[src/rtl/if_fetch.sv]
// Instruction-fetch stage: owns the PC, issues synchronous word reads to BIOS/IMEM and
// presents inst_o/pc_o to decode over a valid/ready handshake, with redirect and fault handling.
module if_fetch #(
    parameter logic [31:0] RESET_PC = 32'h4000_0000,
    parameter int unsigned IMEM_AW  = 14,
    parameter logic [31:0] NOP_INST = 32'h0000_0013
) (
    input  logic               clk,
    input  logic               rst_n,
    input  logic               ready_i,
    input  logic               redirect_i,
    input  logic [31:0]        redirect_addr_i,
    output logic [IMEM_AW-1:0] bios_addr_o,
    output logic               bios_en_o,
    input  logic [31:0]        bios_rdata_i,
    output logic [IMEM_AW-1:0] imem_addr_o,
    output logic               imem_en_o,
    input  logic [31:0]        imem_rdata_i,
    output logic               valid_o,
    output logic [31:0]        inst_o,
    output logic [31:0]        pc_o,
    output logic               fault_o,
    output logic [31:0]        fetch_cnt_o
);

    typedef enum logic [1:0] {BOOT, RUN, FAULT} state_t;
    typedef enum logic [1:0] {REG_NONE, REG_BIOS, REG_IMEM} region_t;

    state_t      r_state;
    region_t     r_region;
    logic [31:0] r_req_pc;
    logic        r_fault;
    logic [31:0] r_cnt;

    state_t      w_next_state;
    region_t     w_region;
    logic [31:0] w_next_pc;
    logic [31:0] w_redir_pc;
    logic        w_issue;
    logic        w_accept;

    function automatic region_t f_region(input logic [31:0] pc);
        case (pc[31:28])
            4'h4:    f_region = REG_BIOS;
            4'h1:    f_region = REG_IMEM;
            default: f_region = REG_NONE;
        endcase
    endfunction

    // r_req_pc is the address whose data arrives this cycle, hence also pc_o outside BOOT
    assign valid_o     = (r_state != BOOT);
    assign pc_o        = valid_o ? r_req_pc : '0;
    assign fault_o     = r_fault;
    assign fetch_cnt_o = r_cnt;
    assign w_accept    = valid_o & ready_i & ~redirect_i;
    assign w_redir_pc  = redirect_addr_i & ~32'd3;

    always_comb begin
        w_next_pc = r_req_pc;
        w_issue   = 1'b1;
        case (r_state)
            BOOT: w_next_pc = r_req_pc;
            RUN: begin
                if (redirect_i)    w_next_pc = w_redir_pc;
                else if (!ready_i) w_next_pc = r_req_pc;
                else               w_next_pc = r_req_pc + 32'd4;
            end
            FAULT: begin
                if (redirect_i) w_next_pc = w_redir_pc;
                else            w_issue   = 1'b0;
            end
            default: w_issue = 1'b0;
        endcase
        w_region     = w_issue ? f_region(w_next_pc) : REG_NONE;
        // No read issued means either an unmapped target or a parked FAULT state
        w_next_state = (w_region == REG_NONE) ? FAULT : RUN;
    end

    assign bios_en_o   = rst_n & (w_region == REG_BIOS);
    assign imem_en_o   = rst_n & (w_region == REG_IMEM);
    assign bios_addr_o = w_next_pc[IMEM_AW+1:2];
    assign imem_addr_o = w_next_pc[IMEM_AW+1:2];

    always_comb begin
        case (r_region)
            REG_BIOS: inst_o = bios_rdata_i;
            REG_IMEM: inst_o = imem_rdata_i;
            default:  inst_o = NOP_INST;
        endcase
    end

    always_ff @(posedge clk or negedge rst_n) begin
        if (!rst_n) begin
            r_state  <= BOOT;
            r_region <= REG_NONE;
            r_req_pc <= RESET_PC;
            r_fault  <= 1'b0;
            r_cnt    <= '0;
        end else begin
            r_state  <= w_next_state;
            r_region <= w_region;
            r_req_pc <= w_next_pc;
            if (w_next_state == FAULT) r_fault <= 1'b1;
            if (w_accept)              r_cnt   <= r_cnt + 32'd1;
        end
    end

endmodule

[config.mk]
export PLATFORM = sky130hd
export DESIGN_NAME = if_fetch
export DESIGN_NICKNAME = d
export VERILOG_FILES = /design/src/rtl/if_fetch.sv
export SDC_FILE = /design/constraint.sdc
export NUM_CORES = 1
export LEC_CHECK = 0
export CAP_MARGIN = 40
export CORE_MARGIN = 3
export CORE_UTILIZATION = 38
export DETAILED_ROUTE_END_ITERATION = 8
export PLACE_DENSITY = 0.78
export SYNTH_ARGS = -nofsm -noshare
export SYNTH_HDL_FRONTEND = slang
export SYNTH_SLANG_ARGS = --single-unit
[constraint.sdc]
create_clock -name clk -period 2.6 [get_ports clk]
set_input_delay 0.52 -clock clk [delete_from_list [all_inputs] [get_ports clk]]
set_output_delay 0.52 -clock clk [all_outputs]
set_load 0.03 [all_outputs]
## Yosys cells after proc, flatten, opt, wreduce, memory -nomap -nowiden

Cells that the tools add are included.

- Register bits after elaboration: 69
- Bits in latches: 0
- Memory bits (writable): 0
- ROM bits: 0
- Logic and storage cells: 41
- Memories kept: 0

- Add/sub/neg operators: 2
- Multiply operators: 0
- Div/mod/pow operators: 0
- Order comparisons: 0
- Equal/unequal tests: 11
- Shift operators: 0
- Muxes and demuxes: 11
- Bitwise gates (word level): 5
- Reductions and logical operators: 6

Operator list:

| cell | count |
|---|---|
| 2-to-1 mux 32 bit | 4 |
| one-hot mux 32 bit (2 select lines) | 2 |
| adder 32 x 1 -> 32 bit, second input constant | 1 |
| adder 32 x 3 -> 32 bit, second input constant | 1 |
| == test 2 bit, second input constant | 4 |
| == test 2 x 1 -> 1 bit, second input constant | 3 |
| AND 1 bit | 4 |
| == test 4 x 1 -> 1 bit, second input constant | 1 |
| == test 4 x 3 -> 1 bit, second input constant | 1 |
| zero test 2 bit | 2 |
| 2-to-1 mux 2 bit | 2 |
| one-hot mux 2 bit (2 select lines) | 1 |
| nonzero test 2 bit | 2 |
| inequality test 3 bit, second input constant | 1 |
| AND reduction 3 bit | 1 |
| inequality test 2 bit, second input constant | 1 |
| one-hot mux 1 bit (2 select lines) | 1 |
| OR reduction 2 bit | 1 |
| 2-to-1 mux 1 bit | 1 |
| NOT 1 bit | 1 |

## Logic depth before layout (Yosys ltp)

Gate-level depths: netlist of run 1.

- Depth after elaboration: 10
- Gate-level depth with buffers: 10

## Worst setup path before layout of run 1

No wires, ideal clock.

- Kind: register -> output
- From: reg r_req_pc[7]
- To: out bios_en_o
- Arrival: 2.492 ns
- Required time: 2.080 ns
- Path slack: -0.412 ns
- Stages on the path, launching flop included: 8
- Buffers on the path: 1
- Path through: dfrtp_1 nand3_4 or4_4 buf_6 or4_1 a211o_1 nor2_4 and4_1

- Word-level cells in the longest chain between the ends: 9
- Elaborated cells on any way between the ends: 10
- Classes of those cells: add/sub (1); eq/ne (3); mux (5); bitwise (1)

Ends and longest elaborated chain:

| item | line | source |
|---|---|---|
| start, declared | 31 | `logic [31:0] r_req_pc;` |
| start signal, assigned | 102 | `r_req_pc <= w_next_pc;` |
| adder 32 x 3 -> 32 bit (*) | 66 | `else w_next_pc = r_req_pc + 32'd4;` |
| 2-to-1 mux 32 bit (*) | 65 | `else if (!ready_i) w_next_pc = r_req_pc;` |
| 2-to-1 mux 32 bit (*) | 64 | `if (redirect_i) w_next_pc = w_redir_pc;` |
| one-hot mux 32 bit (2 select lines) (*) | 61 | `case (r_state)` |
| net w_next_pc[31] | 37 | `logic [31:0] w_next_pc;` |
| == test 4 x 1 -> 1 bit or == test 4 x 3 -> 1 bit (tied branches) | 43 | `case (pc[31:28])` |
| one-hot mux 2 bit (2 select lines) (*) | 43 |  |
| 2-to-1 mux 2 bit (*) | 74 | `w_region = w_issue ? f_region(w_next_pc) : REG_NONE;` |
| == test 2 x 1 -> 1 bit (*) | 79 | `assign bios_en_o = rst_n & (w_region == REG_BIOS);` |
| AND 1 bit (*) | 79 |  |
| end, declared | 14 | `output logic bios_en_o,` |

Mark *: on every way through the listed nets, which the timed path passes. The rest lies on a longest branch. The select of a mux whose other input is x is not followed.

## Worst setup path in the final report of run 1

- From: reg r_req_pc[12]
- To: out imem_en_o

- Word-level cells in the longest chain between the ends: 9
- Elaborated cells on any way between the ends: 10
- Classes of those cells: add/sub (1); eq/ne (3); mux (5); bitwise (1)

Ends and longest elaborated chain:

| item | line | source |
|---|---|---|
| adder 32 x 3 -> 32 bit (*) | 66 |  |
| 2-to-1 mux 32 bit (*) | 65 |  |
| 2-to-1 mux 32 bit (*) | 64 |  |
| one-hot mux 32 bit (2 select lines) (*) | 61 |  |
| == test 4 x 1 -> 1 bit or == test 4 x 3 -> 1 bit (tied branches) | 43 |  |
| one-hot mux 2 bit (2 select lines) (*) | 43 |  |
| 2-to-1 mux 2 bit (*) | 74 |  |
| == test 2 bit (*) | 80 | `assign imem_en_o = rst_n & (w_region == REG_IMEM);` |
| AND 1 bit (*) | 80 |  |
| end, declared | 17 | `output logic imem_en_o,` |

Mark *: on every way between the ends. The rest lies on a longest branch, timed or not. The select of a mux whose other input is x is not followed.

==> results of run 1 <==
==> per-stage QoR <==
stage               instances  total power [mW]
finish                   1067              10.2
global route             1067              10.7
CTS                      1054              9.64
detailed placement       1025              7.86
global placement         1025              7.78
floorplan                 585              5.48
==> logic make-up (layout without fill, tap and decap cells) <==
| group | Yosys count | after routing | synth area share |
|---|---|---|---|
| AO/OA/AOI/OAI | 134 | 134 | 0.190 |
| flip-flops | 67 | 67 | 0.352 |
| other | 1 | 2 | 0.000787 |
| XOR/XNOR | 37 | 37 | 0.0681 |
| adder cells (fa/ha/maj) | 8 | 8 | 0.0210 |
| multiplexers | 6 | 6 | 0.0134 |
| buffers and inverters | 81 | 395 | 0.0891 |
| AND/OR/NAND/NOR | 250 | 250 | 0.265 |
==> routing by layer <==
metal | global-route usage | vias up | share of wire
met1 | 0.323 | 2723 | 0.39
met5 | 0 | - | 0
li1 | - | 2673 | -
met2 | 0.454 | 324 | 0.51
met4 | 0.0813 | 0 | 0.020
met3 | 0.0476 | 37 | 0.080
==> how the worst min path moves through the flow <==
| stage | from | end | slack, ns | cells past startpoint |
|---|---|---|---|---|
| after floorplan | rst_n | fault_o | 0.22 | 0 |
| after global placement | fetch_cnt_o[31] | fetch_cnt_o[31] | 0.46 | 1 |
| after detailed placement | fault_o | fault_o | 0.47 | 1 |
| after CTS | rst_n | r_region[0] | 0.21 | 2 |
| after global routing | rst_n | r_region[0] | 0.22 | 2 |
| final | rst_n | r_req_pc[8] | 0.21 | 2 |
==> cell type report <==
cell class,instances,share of cell area
Multi-Input combinational cell,437,0.346
Clock inverter,7,0.00920
Inverter,24,0.0108
Clock buffer,9,0.0263
Tap cell,168,0.0245
Timing Repair Buffer,355,0.386
Sequential cell,67,0.197
==> layout by cell type, fill, tap and decap left out, types with 5 or more instances in the layout <==
master,instances
dfrtp_2,6
nand2_1,54
nand3_1,20
and4_1,5
xor2_1,12
buf_4,152
a31oi_1,6
o21ai_1,6
a221o_1,6
nor2_1,70
clkdlybuf4s50_1,143
a22oi_1,33
xnor2_1,24
nand4_1,12
clkbuf_16,9
and3_1,12
nor2b_1,27
nor3_1,6
dfrtp_1,60
buf_6,46
buf_12,9
inv_1,20
a21oi_1,17
o21ai_0,25
==> power groups by stage <==
stage	clock [mW]	sequential [mW]	combinational, mW
after floorplan	0	1.67	3.81
after global placement	0	1.59	6.19
after detailed placement	0	1.59	6.27
after CTS	1.27	1.58	6.78
after global routing	1.32	1.63	7.73
final	1.27	1.60	7.34
==> worst reg2reg max path: cells and delay by family (launching register included) <==
family,cells,cell delay (ns)
xor+xnor,1,0.24
buf+inv,3,0.49
simple gates,3,0.93
compound gates,2,0.36
flops,1,0.41
==> registers in the layout (all words and copies together), names as in the netlist <==
signal and count:
fault_o 1, r_region 2, fetch_cnt_o 32, r_req_pc 30
r_state 2
==> timing repair <==
item                                    in CTS  in global routing
setup buffers                               13                 13
endpoints found under the setup margin      30                 30
pin swaps                                   27                 23
gates resized for setup                     72                 58
hold buffers                                 0                  0
gates cloned                                 1                  0
==> reports/metrics.cfg, run 1 <==
[outcome]
status = complete, but fails checks
failed_checks = setup timing

[logic_synthesis]
synthesis.area_um2 = 4760
synthTopCellsByArea = dfrtp_1 35%, a22oi_1 5.8%, nor2_1 5.8%
yosys.area.top_type = dfrtp_1
yosysMostFrequentCell = nor2_1
synth_seq_cells = 67
synth-edff-count = 0
dominantRegCellSynth = dfrtp_1
synth.distinct_cells = 59
synth_commonest_cells = 73 x nor2_1, 66 x dfrtp_1, 56 x nand2_1, 37 x a22oi_1, 32 x o21ai_0
ys_async_sr_fraction = 1.00
synth_top_area_share = 0.347
syn_inst = 584
yosys_warnings = 0
synth-seq-area-share = 0.352
synth_area_per_cell_um2 = 8.15

[finish]
multi_input_area_um2 = 2970
nets = 1002
n_antenna_cell = 0
fillers = 894
drive_above_1_share = 0.328
final_core_util = 0.707
seqCellArea_um2 = 1690
area_growth_pct = 79.8
stdcell_area_um2 = 8560

[drt]
viasPerCell = 5.40
antenna_left = 0
drt_pass1_iterations = 5
drcViolationCount = 0
drtIter0Drc = 490
drt_wl_total_um = 19300
wl_per_cell_um = 18.1
vias = 5757

[setup_path]
path_common_cell = buf_4
start_kind = register
crit_chain = nand3_2 > or4_4 > buf_4 > o31ai_1 > buf_4 > a31oi_4 > nor2_1 > and4_4 > buf_12
crit_path_end_kind = output port
crit_fanout = 4
crit_required_ns = 2.08
critical_path.max_stage_delay_ns = 0.59
reg2reg_slack_ns = 0.13
r2r_cells = 9
critPathLaunch = r_req_pc[12]
r2r_start = r_req_pc[12]
crit_arrival_ns = 2.71
worst-path-buf-inv = 3
crit_slowest_cell = or4_4
timing.critical_path.to = imem_en_o
critPathKind = register to output port
path_delay_family = simple AND/OR/NAND/NOR gates
cp.depth = 9
r2r_end = r_state[0]

[global_routing]
grt_overflow = 0
grt_max_degree = 49
antenna_found_initial = 0
grt_pass1_vias = 5578
grt_first_pass_wirelength_um = 29600
grt_usage = 0.259

[sta]
setup_ws_ns = -0.626
rsz0062_at_grt = true
final_max_slew_viol_count = 0
whs_ns = 0.207
fin_skew_ns = 0.00563
fin_crit_sh = 1.24
slew_headroom = 0.505
finalSetupViolCount = 16
finalCriticalPeriod_ns = 3.23
fin_setup_tns_ns = -3.61
hold_viol_final = 0
fmax_mhz = 310
worst_pin_slew_ns = 0.738

[power]
power_leakage_nw = 3.74
power_frac_comb = 0.719
ir_drop_v = 0.000559
switching_power_mw = 4.88
power.density_nw_per_um2 = 1190
p_clk_frac = 0.125
p_int_mw = 5.33
pwr-share-seq = 0.157
p_sw_frac = 0.478

[floorplan]
start_util = 0.393
die-area_um2 = 13900
rows = 40
core_area_um2 = 12100
die-width_um = 118
ios = 228
die_h_um = 118

[placed_design]
place_ws_ns = -0.673
place_area_um2 = 7600
place.gp.congestion = 0.952
io_buffers = 223
dpl.hpwl_um = 14500

[cts]
cts_tree = built
clkSinkCount = 67
cts_buffer_depth = 2
htree_levels = 3
clk_latency_ns = 0.34
cts_root_buffer = clkbuf_16
cts_made_buffers = 9
clk_pin_slew_ns = 0.06

[job]
cap_violations = 0

[hold_path]
hold_class = input pin to async pin

Power figures use the tool's default switching activity.
==> run 2, diff against run 1 <==
--- a/config.mk
+++ b/config.mk
@@ -7,9 +7,10 @@
 export LEC_CHECK = 0
 export CAP_MARGIN = 40
 export CORE_MARGIN = 3
-export CORE_UTILIZATION = 38
+export CORE_UTILIZATION = 58
 export DETAILED_ROUTE_END_ITERATION = 8
-export PLACE_DENSITY = 0.78
+export DONT_BUFFER_PORTS = 1
+export PLACE_DENSITY = 0.75
 export SYNTH_ARGS = -nofsm -noshare
 export SYNTH_HDL_FRONTEND = slang
 export SYNTH_SLANG_ARGS = --single-unit
==> run 2 against run 1 <==
The run still ends with setup timing left; combinational power shrank 12%; clock power is 31% lower; via count is 8.5% lower; clock skew grew 0.0032 ns; cell area shrank 25%; flip-flop and latch count unchanged; final cell count fell by 25%; core utilization grew 11 points; sequential power rose by 4%; maximum frequency about the same; clock-buffer cell count is the same; die area fell by 33%.
==> reports/metrics.cfg, run 2 (synthesis gave the netlist of run 1 again) <==
[finish]
drive_above_1_share = 0.335  ; was 0.328
area_growth_pct = 35.1  ; was 79.8%
largest_register_ffs = 32  ; unchanged
mostFrequentLayoutCells = 114 x buf_4, 70 x nor2_1, 64 x dfrtp_1, 54 x nand2_1, 33 x a22oi_1  ; was 152 x buf_4, 143 x clkdlybuf4s50_1, 70 x nor2_1, 60 x dfrtp_1, 54 x nand2_1
stdcell_area_um2 = 6430  ; was 8560 um^2
layout_commonest_cell = buf_4  ; unchanged
nets = 798  ; was 1002

[setup_path]
crit_arrival_ns = 2.71  ; about the same
crit_required_ns = 2.08  ; about the same
critPathKind = register to output port  ; unchanged
crit_path_end_kind = output port  ; unchanged
crit_fanout = 3  ; was 4
start_kind = register  ; unchanged

[drt]
viasPerCell = 6.59  ; was 5.40
drtIter0Drc = 580  ; was 490
drcViolationCount = 0  ; unchanged
wl_per_cell_um = 22.6  ; was 18.1 um
drt_wl_total_um = 18100  ; was 19300 um
drt_pass1_iterations = 5  ; unchanged
antenna_left = 0  ; unchanged
vias = 5268  ; was 5757

[floorplan]
start_util = 0.607  ; was 0.393
die-area_um2 = 9330  ; was 13900 um^2
die_h_um = 96.6  ; was 118 um
rows = 32  ; was 40
ios = 228  ; unchanged
core_area_um2 = 7850  ; was 12100 um^2
die-width_um = 96.6  ; was 118 um

[global_routing]
grt_max_degree = 67  ; was 49
grt_usage = 0.333  ; was 0.259
grt_first_pass_wirelength_um = 25000  ; was 29600 um
antenna_found_initial = 2  ; was 0
grt_pass1_vias = 4675  ; was 5578
grt_overflow = 0  ; unchanged

[cts]
cts_buffer_depth = 2  ; unchanged
clkSinkCount = 67  ; unchanged
htree_levels = 3  ; unchanged
cts_root_buffer = clkbuf_8  ; was clkbuf_16
cts_made_buffers = 9  ; unchanged
clk_pin_slew_ns = 0.09  ; was 0.06 ns
clk_latency_ns = 0.36  ; was 0.34 ns
cts_tree = built  ; unchanged

[sta]
hold_viol_final = 0  ; unchanged
fin_skew_ns = 0.00882  ; was 0.00563 ns
fin_crit_sh = 1.24  ; about the same
slew_headroom = 0.536  ; was 0.505
fmax_mhz = 310  ; about the same
setup_ws_ns = -0.627  ; was -0.626 ns
final_max_slew_viol_count = 0  ; unchanged
rsz0062_at_grt = true  ; unchanged
finalCriticalPeriod_ns = 3.23  ; about the same
worst_pin_slew_ns = 0.694  ; was 0.738 ns
finalSetupViolCount = 22  ; was 16

[placed_design]
io_buffers = 0  ; was 223
place.gp.congestion = 0.904  ; was 0.952
place_ws_ns = -0.231  ; was -0.673 ns
dpl.hpwl_um = 11900  ; was 14500 um
place_area_um2 = 5610  ; was 7600 um^2

[hold_path]
hold_class = input pin to async pin  ; unchanged

[power]
power.density_nw_per_um2 = 1400  ; was 1190 nW/um^2
power_leakage_nw = 2.83  ; was 3.74 nW
ir_drop_v = 0.000718  ; was 0.000559 V

[outcome]
status = complete, but fails checks  ; unchanged
failed_checks = setup timing  ; unchanged

[job]
cap_violations = 0  ; unchanged

-- run 2: cell type report --
| class | instances | area (um^2) |
|---|---|---|
| tap | 102 | 128 |
| clock buffer | 9 | 124 |
| timing repair buffer | 151 | 1340 |
| clock inverter | 7 | 67.6 |
| fill | 471 | 1410 |
| inverter | 24 | 95.1 |
| multi-input combinational | 437 | 3000 |
| sequential | 67 | 1680 |
| antenna | 2 | 5.00 |
-- run 2: final timing paths --
check	startpoint	endpoint	slack [ns]	depth (start not counted)
max in group asynchronous	rst_n	r_req_pc[30]	1.88	1
min in group clk	redirect_addr_i[25]	r_req_pc[25]	0.30	2
max	r_req_pc[8]	imem_en_o	-0.63	6
min	rst_n	r_req_pc[7]	0.01	1
min reg2reg	r_req_pc[25]	r_req_pc[25]	0.58	1
max reg2reg	r_req_pc[8]	r_region[1]	0.07	8
-- run 2: metrics by stage --
step                setup TNS [ns]  total power [mW]  instances  hold WS, ns  utilization
floorplan                   -0.538              5.48        585        0.224            -
global placement            -0.558              6.82        754        0.226        0.714
global route                 -6.61              9.30        799       0.0342        0.820
finish                       -5.04              8.99        799       0.0146        0.820
CTS                          -3.52              8.24        783       0.0461        0.771
detailed placement          -0.548              6.96        755        0.226        0.715
-- run 2: layer usage --
layer	vias to the layer above	global-route usage	wire [um]
li1	2266	-	-
met2	431	0.573	9020
met4	0	0.147	1160
met3	102	0.0793	1890
met5	-	0	0
met1	2469	0.396	6010
-- run 2: power by group --
part / switching [mW] / leakage (nW) / internal (mW) / total (mW)
clock network: 0.507 / 0.0962 / 0.375 / 0.882
registers: 0.354 / 0.876 / 1.32 / 1.67
logic: 4.03 / 1.86 / 2.40 / 6.43
-- run 2: what timing repair did --
item / CTS / global route
hold buffers: 2 / 0
hold endpoints to repair: 66 / 0
gates cloned: 0 / 0
setup endpoints to repair: 20 / 32
resized for setup: 37 / 62
pin swaps: 9 / 32
setup buffers: 10 / 16
-- run 2: worst max-delay path, stage by stage (launching register included) --
cell and delay (ns):
dfrtp_1 0.41, nand3_4 0.10, or4_4 0.56, or4_4 0.49, a211o_1 0.35, nor2_4 0.14, and4_4 0.30
==> run 3, diff against run 2 <==
==> config.mk (replaced) <==
export PLATFORM = sky130hd
export DESIGN_NAME = if_fetch
export DESIGN_NICKNAME = d
export VERILOG_FILES = /design/src/rtl/if_fetch.sv
export SDC_FILE = /design/constraint.sdc
export NUM_CORES = 1
export LEC_CHECK = 0
export CORE_MARGIN = 3
export CORE_UTILIZATION = 60
export CTS_BUF_LIST = sky130_fd_sc_hd__clkbuf_4
export DETAILED_ROUTE_END_ITERATION = 8
export DONT_BUFFER_PORTS = 1
export PLACE_DENSITY = 0.78
export SYNTH_ARGS = -nofsm -noshare
export SYNTH_HDL_FRONTEND = slang
export SYNTH_SLANG_ARGS = --single-unit
==> run 3 against run 2 <==
The flow still finishes with violations (setup timing); via count rose by 4.1%; power barely moved; clock skew rose by 0.011 ns.
==> reports/metrics.cfg, run 3 (synthesis gave the netlist of run 1 again) <==
[outcome]
status = complete, but fails checks  ; unchanged
failed_checks = setup timing  ; unchanged

[sta]
fin_skew_ns = 0.0202  ; was 0.00882 ns
finalCriticalPeriod_ns = 3.37  ; was 3.23 ns
setup_ws_ns = -0.769  ; was -0.627 ns
hold_viol_final = 0  ; unchanged
rsz0062_at_grt = true  ; unchanged
fin_crit_sh = 1.30  ; was 1.24
final_max_slew_viol_count = 0  ; unchanged
finalSetupViolCount = 30  ; was 22
slew_headroom = 0.564  ; was 0.536
fmax_mhz = 297  ; was 310 MHz
worst_pin_slew_ns = 0.653  ; was 0.694 ns

[placed_design]
placed_cells = 748  ; was 755
io_buffers = 0  ; unchanged
place_area_um2 = 5550  ; was 5610 um^2
place_ws_ns = -0.302  ; was -0.231 ns
place.gp.congestion = 0.889  ; was 0.904
dpl.hpwl_um = 11400  ; was 11900 um

[cts]
cts_made_buffers = 9  ; unchanged
clkSinkCount = 67  ; unchanged
cts_root_buffer = clkbuf_4  ; was clkbuf_8
clk_latency_ns = 0.45  ; was 0.36 ns
cts_tree = built  ; unchanged
cts_buffer_depth = 2  ; unchanged
htree_levels = 3  ; unchanged
clk_pin_slew_ns = 0.14  ; was 0.09 ns

[finish]
layout_commonest_cell = buf_4  ; unchanged
mostFrequentLayoutCells = 114 x buf_4, 67 x nor2_1, 63 x dfrtp_1, 50 x nand2_1, 34 x a22oi_1  ; was 114 x buf_4, 70 x nor2_1, 64 x dfrtp_1, 54 x nand2_1, 33 x a22oi_1
final_core_util = 0.841  ; was 0.820
drive_above_1_share = 0.332  ; was 0.335
instances_no_fill = 787  ; was 799
largest_register_ffs = 32  ; unchanged
stdcell_area_um2 = 6290  ; was 6430 um^2
area_growth_pct = 32.2  ; was 35.1%
nets = 790  ; was 798

[setup_path]
critPathKind = register to output port  ; unchanged
r2r_cells = 10  ; was 8
crit_required_ns = 2.08  ; about the same
start_kind = register  ; unchanged
crit_path_end_kind = output port  ; unchanged
crit_chain = ha_1 > nand4_1 > or2_2 > or4_4 > a31oi_4 > and2_4 > and4_4  ; was nand3_4 > or4_4 > or4_4 > a211o_1 > nor2_4 > and4_4
crit_slowest_cell = or4_4  ; unchanged
crit_fanout = 4  ; was 3
critical_path.max_stage_delay_ns = 0.53  ; was 0.56 ns
crit_arrival_ns = 2.85  ; was 2.71 ns

[drt]
drcViolationCount = 0  ; unchanged
drt_wl_total_um = 18700  ; was 18100 um
antenna_left = 0  ; unchanged
viasPerCell = 6.97  ; was 6.59
drtIter0Drc = 769  ; was 580
vias = 5484  ; was 5268
drt_pass1_iterations = 6  ; was 5
wl_per_cell_um = 23.8  ; was 22.6 um

[job]
cap_violations = 0  ; unchanged

[floorplan]
die_h_um = 95.1  ; was 96.6 um
rows = 31  ; was 32
start_util = 0.636  ; was 0.607
die-area_um2 = 9040  ; was 9330 um^2
core_area_um2 = 7490  ; was 7850 um^2
die-width_um = 95.1  ; was 96.6 um
ios = 228  ; unchanged

[global_routing]
antenna_found_initial = 2  ; unchanged
grt_usage = 0.375  ; was 0.333
grt_overflow = 0  ; unchanged
grt_max_degree = 68  ; was 67
grt_pass1_vias = 5047  ; was 4675
grt_first_pass_wirelength_um = 25900  ; was 25000 um

[power]
power.density_nw_per_um2 = 1430  ; was 1400 nW/um^2
ir_drop_v = 0.00137  ; was 0.000718 V
power_leakage_nw = 2.76  ; was 2.83 nW

[hold_path]
hold_depth = 2
hold_class = input pin to register  ; was input pin to async pin

## run 3: cell count changes in the layout (fill, tap and decap cells not counted), moves of 3 or more
cell and delta:
clkbuf_4 +9, clkbuf_8 -9, buf_6 -7, nor2_2 +3, nand2_2 +3, nor2_1 -3
nand2_1 -4
## run 3: final timing paths
check,startpoint,end,slack [ns]
worst max-delay path,r_req_pc[3],bios_en_o,-0.77
min in group asynchronous,rst_n,r_req_pc[13],0.61
worst max register to register,r_req_pc[3],r_state[0],0.04
max in group asynchronous,rst_n,r_req_pc[30],1.66
worst min register to register,r_req_pc[25],r_req_pc[25],0.62
worst min-delay path,redirect_addr_i[25],r_req_pc[25],0.21
## run 3: worst max-delay path: cells and delay by family, from the launching register on
family                     cells  cell delay [ns]
and+or+nand+nor                5             1.54
DFF                            1             0.41
AOI/OAI and AO/OA              1             0.23
adders and majority gates      1             0.22
## run 3: final cells by class
| cell class | instances | area (um^2) |
|---|---|---|
| antenna | 1 | 2.50 |
| clock buffer | 9 | 67.6 |
| clock inverter | 7 | 108 |
| fill | 406 | 1190 |
| inverter | 24 | 92.6 |
| multi-input combinational | 437 | 2970 |
| sequential | 67 | 1680 |
| tap | 99 | 124 |
| timing repair buffer | 143 | 1240 |
## run 3: per-layer routing
layer / wire length, um / track usage / part of all wire
met3: 2240 / 0.122 / 0.12
met1: 6270 / 0.418 / 0.33
met2: 8890 / 0.635 / 0.47
met5: 13 / 0 / 0.00069
met4: 1320 / 0.197 / 0.071
## run 3: power breakdown
part           leakage, nW  switching [mW]  internal [mW]
Combinational         1.80            4.07           2.37
Clock               0.0910           0.458          0.409
Sequential           0.875           0.361           1.32
Total                 2.76            4.89           4.10
## run 3: stage by stage
step           TNS, ns  hold WS, ns  total power, mW
2_1_floorplan   -0.538        0.224             5.48
3_3_place_gp    -0.426        0.226             6.56
3_5_place_dp    -0.537        0.226             6.70
4_1_cts          -4.33        0.201             8.44
5_1_grt         -10.29        0.186             9.31
6_report         -7.71        0.211             8.99
## run 3: timing repair
action                                 CTS  global route
setup endpoints to repair               28            30
pin swaps                               16            12
hold buffers                             2             0
resized for setup                       74            27
setup buffers                           18             2
endpoints found under the hold margin   67             0
